[config.mk]
export PLATFORM = sky130hd
export DESIGN_NAME = seg7_scan_driver
export DESIGN_NICKNAME = d
export VERILOG_FILES = /design/src/rtl/seg7_scan_driver.sv
export SDC_FILE = /design/constraint.sdc
export NUM_CORES = 1
export LEC_CHECK = 0
export CORE_MARGIN = 5
export CORE_UTILIZATION = 45
export CTS_CLUSTER_SIZE = 10
export DETAILED_ROUTE_END_ITERATION = 12
export PLACE_DENSITY = 0.77
export SLEW_MARGIN = 20
export SYNTH_ARGS = -nofsm -noshare
export SYNTH_HDL_FRONTEND = slang
export SYNTH_SLANG_ARGS = --single-unit
[constraint.sdc]
create_clock -name clk -period 2.3 [get_ports clk]
set_input_delay 0.345 -clock clk [delete_from_list [all_inputs] [get_ports clk]]
set_output_delay 0.345 -clock clk [all_outputs]
set_load 0.02 [all_outputs]
[src/rtl/seg7_scan_driver.sv]
// seg7_scan_driver: time-multiplexed common-anode 7-segment scanner.
// Optional: SEG7_LEADING_ZERO_SUPPRESS_EN darkens leading zero digits.
module seg7_scan_driver #(
    parameter int NUM_DIGITS  = 4,
    parameter int REFRESH_DIV = 50000
) (
    input  logic                    clk,
    input  logic                    rst_n,
    input  logic                    load,
    input  logic [4*NUM_DIGITS-1:0] value,
    input  logic [NUM_DIGITS-1:0]   dp_in,
    input  logic                    blank_in,
    output logic [6:0]              seg,
    output logic                    dp,
    output logic [NUM_DIGITS-1:0]   an
);

    localparam int CW = $clog2(REFRESH_DIV);
    localparam int IW = (NUM_DIGITS > 1) ? $clog2(NUM_DIGITS) : 1;

    logic [CW-1:0]           cnt;
    logic [IW-1:0]           idx;
    logic [4*NUM_DIGITS-1:0] val_q;
    logic [NUM_DIGITS-1:0]   dp_q;
    logic                    wrap;
    logic [3:0]              nib;
    logic                    dp_sel;
    logic [NUM_DIGITS-1:0]   an_d;
    logic [6:0]              seg_d;
    logic                    sup;
    logic                    dark;

    assign wrap = (cnt == CW'(REFRESH_DIV - 1));

    always_ff @(posedge clk or negedge rst_n) begin
        if (!rst_n) begin
            cnt <= '0;
            idx <= '0;
        end else if (wrap) begin
            cnt <= '0;
            if (idx == IW'(NUM_DIGITS - 1)) begin
                idx <= '0;
            end else begin
                idx <= idx + IW'(1);
            end
        end else begin
            cnt <= cnt + CW'(1);
        end
    end

    always_ff @(posedge clk or negedge rst_n) begin
        if (!rst_n) begin
            val_q <= '0;
            dp_q  <= '0;
        end else if (load) begin
            val_q <= value;
            dp_q  <= dp_in;
        end
    end

    always_comb begin
        nib    = 4'h0;
        dp_sel = 1'b0;
        an_d   = '1;
        for (int i = 0; i < NUM_DIGITS; i++) begin
            if (idx == IW'(i)) begin
                nib     = val_q[4*i +: 4];
                dp_sel  = dp_q[i];
                an_d[i] = 1'b0;
            end
        end
    end

`ifdef SEG7_LEADING_ZERO_SUPPRESS_EN
    // digit i>0 is dark when it and every higher nibble are zero
    always_comb begin
        sup = 1'b0;
        for (int i = 1; i < NUM_DIGITS; i++) begin
            if (idx == IW'(i)) begin
                sup = ((val_q >> (4*i)) == '0);
            end
        end
    end
`else
    assign sup = 1'b0;
`endif

    always_comb begin
        seg_d = 7'b1111111;
        unique case (nib)
            4'h0: seg_d = 7'b0000001;
            4'h1: seg_d = 7'b1001111;
            4'h2: seg_d = 7'b0010010;
            4'h3: seg_d = 7'b0000110;
            4'h4: seg_d = 7'b1001100;
            4'h5: seg_d = 7'b0100100;
            4'h6: seg_d = 7'b0100000;
            4'h7: seg_d = 7'b0001111;
            4'h8: seg_d = 7'b0000000;
            4'h9: seg_d = 7'b0000100;
            4'hA: seg_d = 7'b0001000;
            4'hB: seg_d = 7'b1100000;
            4'hC: seg_d = 7'b0110001;
            4'hD: seg_d = 7'b1000010;
            4'hE: seg_d = 7'b0110000;
            4'hF: seg_d = 7'b0111000;
        endcase
    end

    assign dark = blank_in | sup;

    always_ff @(posedge clk or negedge rst_n) begin
        if (!rst_n) begin
            an  <= '1;
            seg <= 7'b1111111;
            dp  <= 1'b1;
        end else if (dark) begin
            an  <= '1;
            seg <= 7'b1111111;
            dp  <= 1'b1;
        end else begin
            an  <= an_d;
            seg <= seg_d;
            dp  <= ~dp_sel;
        end
    end

endmodule

==> out/metrics.cfg <==
[sta]
maxSlewViolCount=0
finalHoldWorstSlack_ps=-10.1
skew_ps=6.43
fin_crit_sh_pct=96.0
fmax_mhz=453
fin_crit_ps=2210
rsz0062_at_grt=true
slew_headroom_pct=68.0
tightest_slew_ps=479
finalHoldViolCount=6
final-setup-viol-count=0

[grt]
gr-total-overflow=0
grt_pass1_wl_um=8290
antenna_found_initial=0
grt_max_degree=30
track_usage_pct=14.6
grt_pass1_vias=1734

[critical_path]
crit_top_cell=ha_2
endpoint=seg[1]
critical_path.top_delay_family=compound AO/OA/AOI/OAI gates
crit_type=reg2reg
crit_arrival_ps=2440
reg2reg_depth=8
crit_path_start=idx[0]
r2r-start=idx[0]
crit_chain=inv_2 -> ha_2 -> or3b_2 -> o21ai_0 -> a31oi_2 -> ha_2 -> mux2_2 -> a211o_1
start_kind=register
slowest_stage=dfrtp_1
path_depth=8
critPathCaptureType=register
rrSetupSlack_ps=90
slowest_delay_ps=430
r2r-end=seg[1]
cp_max_fo=5
cp.required_ps=2530
path_buf_inv=1

[synth]
yosys.area.top_type=dfrtp_1
synth.top_cells.by_area=dfrtp_1 (39%), dfstp_2 (13%), mux2_2 (9.8%)
synth_compound_area_share_pct=7.63
synthCells=207
ys_types=40
synth.net_count=242
synth.area.mux_share_pct=13.1
synthSimpleGateAreaFrac_pct=13.7
synth_top_area_share_pct=39.4
synth_flop_cell=dfrtp_1
synth_fa_ha_area_share_pct=5.71
synth_edf_count=0
seq_area_frac_synth_pct=52.5
synth_top_family_by_area=simple AND/OR/NAND/NOR gates
ys_ff_latch=50
yosysWarnings=0
syn-cell-area_um2=2410
synth.avg_cell_area_um2=11.6
async_reset_ff_share_pct=100
synth_xor_area_share_pct=4.72

[placement]
io_buffers=35
gp_congestion=0.762
placedCellCount=317
dpl.hpwl_um=3470

[drt]
vias=1671
dr_wl_met3_um=211
viasPerCell=5.13
wl_met1_um=1990
dr.pass1.iters=4
antenna_left=0
top_layer=met4
drc=0
drt-initial-drc-count=83
wl_per_cell_um=14.2
routed_wl_um=4630
dr_wl_met2_um=2330

[cells_and_area]
layoutNonFillerInstCount=326
fillers=449
final_cell_mix=dfrtp_1 (38), clkdlybuf4s50_1 (34), mux2_2 (21)
antenna_cells=0
syn2layout_area_growth_pct=27.0
drive_above_1_share_pct=27.3
fin_util_pct=59.6
layout_commonest_cell=dfrtp_1
seq_area_um2=1270
multi_input_area_um2=1120
nets=290

[clock_network]
hold_buffers=0
numCtsBuffers=5
cts.sinks=50
cts_root_buf=clkbuf_8
clock_latency_ps=300
cts_buffer_depth=2
path_clk_slew_ps=90
htreeDepth=2
cts_tree=done

[floorplan]
ios=36
die-area_um2=6920
initial_core_util_pct=46.9
rows=26
core_um2=5140
die_w_um=83.2
die_y_um=83.2

[worst_hold_path]
worstHoldPathType=in2async

[power]
power_density_nw_per_um2=609
power.total_uw=1860
comb_power_share_pct=15.4
p_int_uw=1420
switching_power_uw=440
ir_drop_mv=0.308
leakagePower_uw=0.00132
share_seq_of_total_power_pct=52.1
sw_frac_of_total_pct=23.6
clock_power_share_pct=32.5

[outcome]
violations=negative hold slack
status=finished with violations

[run]
cap_violations=0

## worst min path at each step
stage                     start        end  slack [ps]  cells past startpoint
after floorplan           rst_n     cnt[0]          50                      0
after global placement    rst_n   val_q[4]         330                      1
after detailed placement  rst_n   val_q[4]         330                      1
after CTS                 rst_n  val_q[14]           5                      1
after global routing      rst_n   val_q[4]          30                      1
final                     rst_n   val_q[4]         -10                      1
## power by group through the flow
| stage | clock [uW] | combinational, uW | sequential [uW] |
|---|---|---|---|
| after global routing | 664 | 319 | 977 |
| after global placement | 0 | 277 | 987 |
| after detailed placement | 0 | 283 | 989 |
| after floorplan | 0 | 131 | 1000 |
| after CTS | 626 | 288 | 972 |
| final | 605 | 288 | 971 |
## synth_stat cells (3+ instances only)
cell type,count
dfrtp_1,38
mux2_2,21
nor2_1,16
nand2_1,14
dfstp_2,12
ha_1,11
inv_1,8
mux2i_1,8
nand2b_1,7
nand3_1,7
xor2_1,7
a31oi_1,6
xnor2_1,6
o21ai_0,5
nor3_1,4
and3_1,3
clkbuf_1,3
nand3b_1,3
## cell families after synthesis
logic type	count (synthesis)
xor gates and xnor gates	13
DFF	50
muxes	29
buffers and inverters	14
and+or+nand+nor	65
AOI/OAI and AO/OA	25
adders and majority gates	11
## sequential cells by signal (all words and copies together) (netlist names)
name   cells
dp_q       4
idx        2
an         4
dp         1
val_q     16
cnt       16
seg        7
## per-stage QoR
stage / area (um^2) / worst slack, ps / TNS, ps
floorplan: 2410 / 50.5 / 0
global placement: 2910 / 61.2 / 0
detailed placement: 2910 / -12.7 / -12.7
CTS: 3040 / 8.04 / 0
global route: 3060 / -24.4 / -39.5
finish: 3060 / 92.5 / 0
## metal layers
metal | track usage (%) | vias to the layer above
met5 | 0 | -
met4 | 5.05 | 0
met3 | 3.37 | 10
met2 | 25.0 | 38
met1 | 18.1 | 808
li1 | - | 815
## layout make-up
cell class,instances,area share (%)
timing repair buffer,47,14.6
clock inverter,2,1.23
inverter,8,0.980
clock buffer,6,2.37
tap,70,2.86
multi-input combinational,143,36.6
sequential,50,41.3
## worst register-to-register path, delay by kind of cell, from the launching register on
kind	cells	cell delay, ps
AND/OR/NAND/NOR	1	430
adder cells (fa/ha/maj)	2	420
AO/OA/AOI/OAI	3	510
flip-flops	1	430
multiplexers	1	250
buffers and inverters	1	100
## what timing repair did
item,in CTS,in global routing
gates resized for setup,3,7
setup buffers,1,0
endpoints found under the setup margin,1,7
pin swaps,1,0
(Power assumes the default switching activity.)
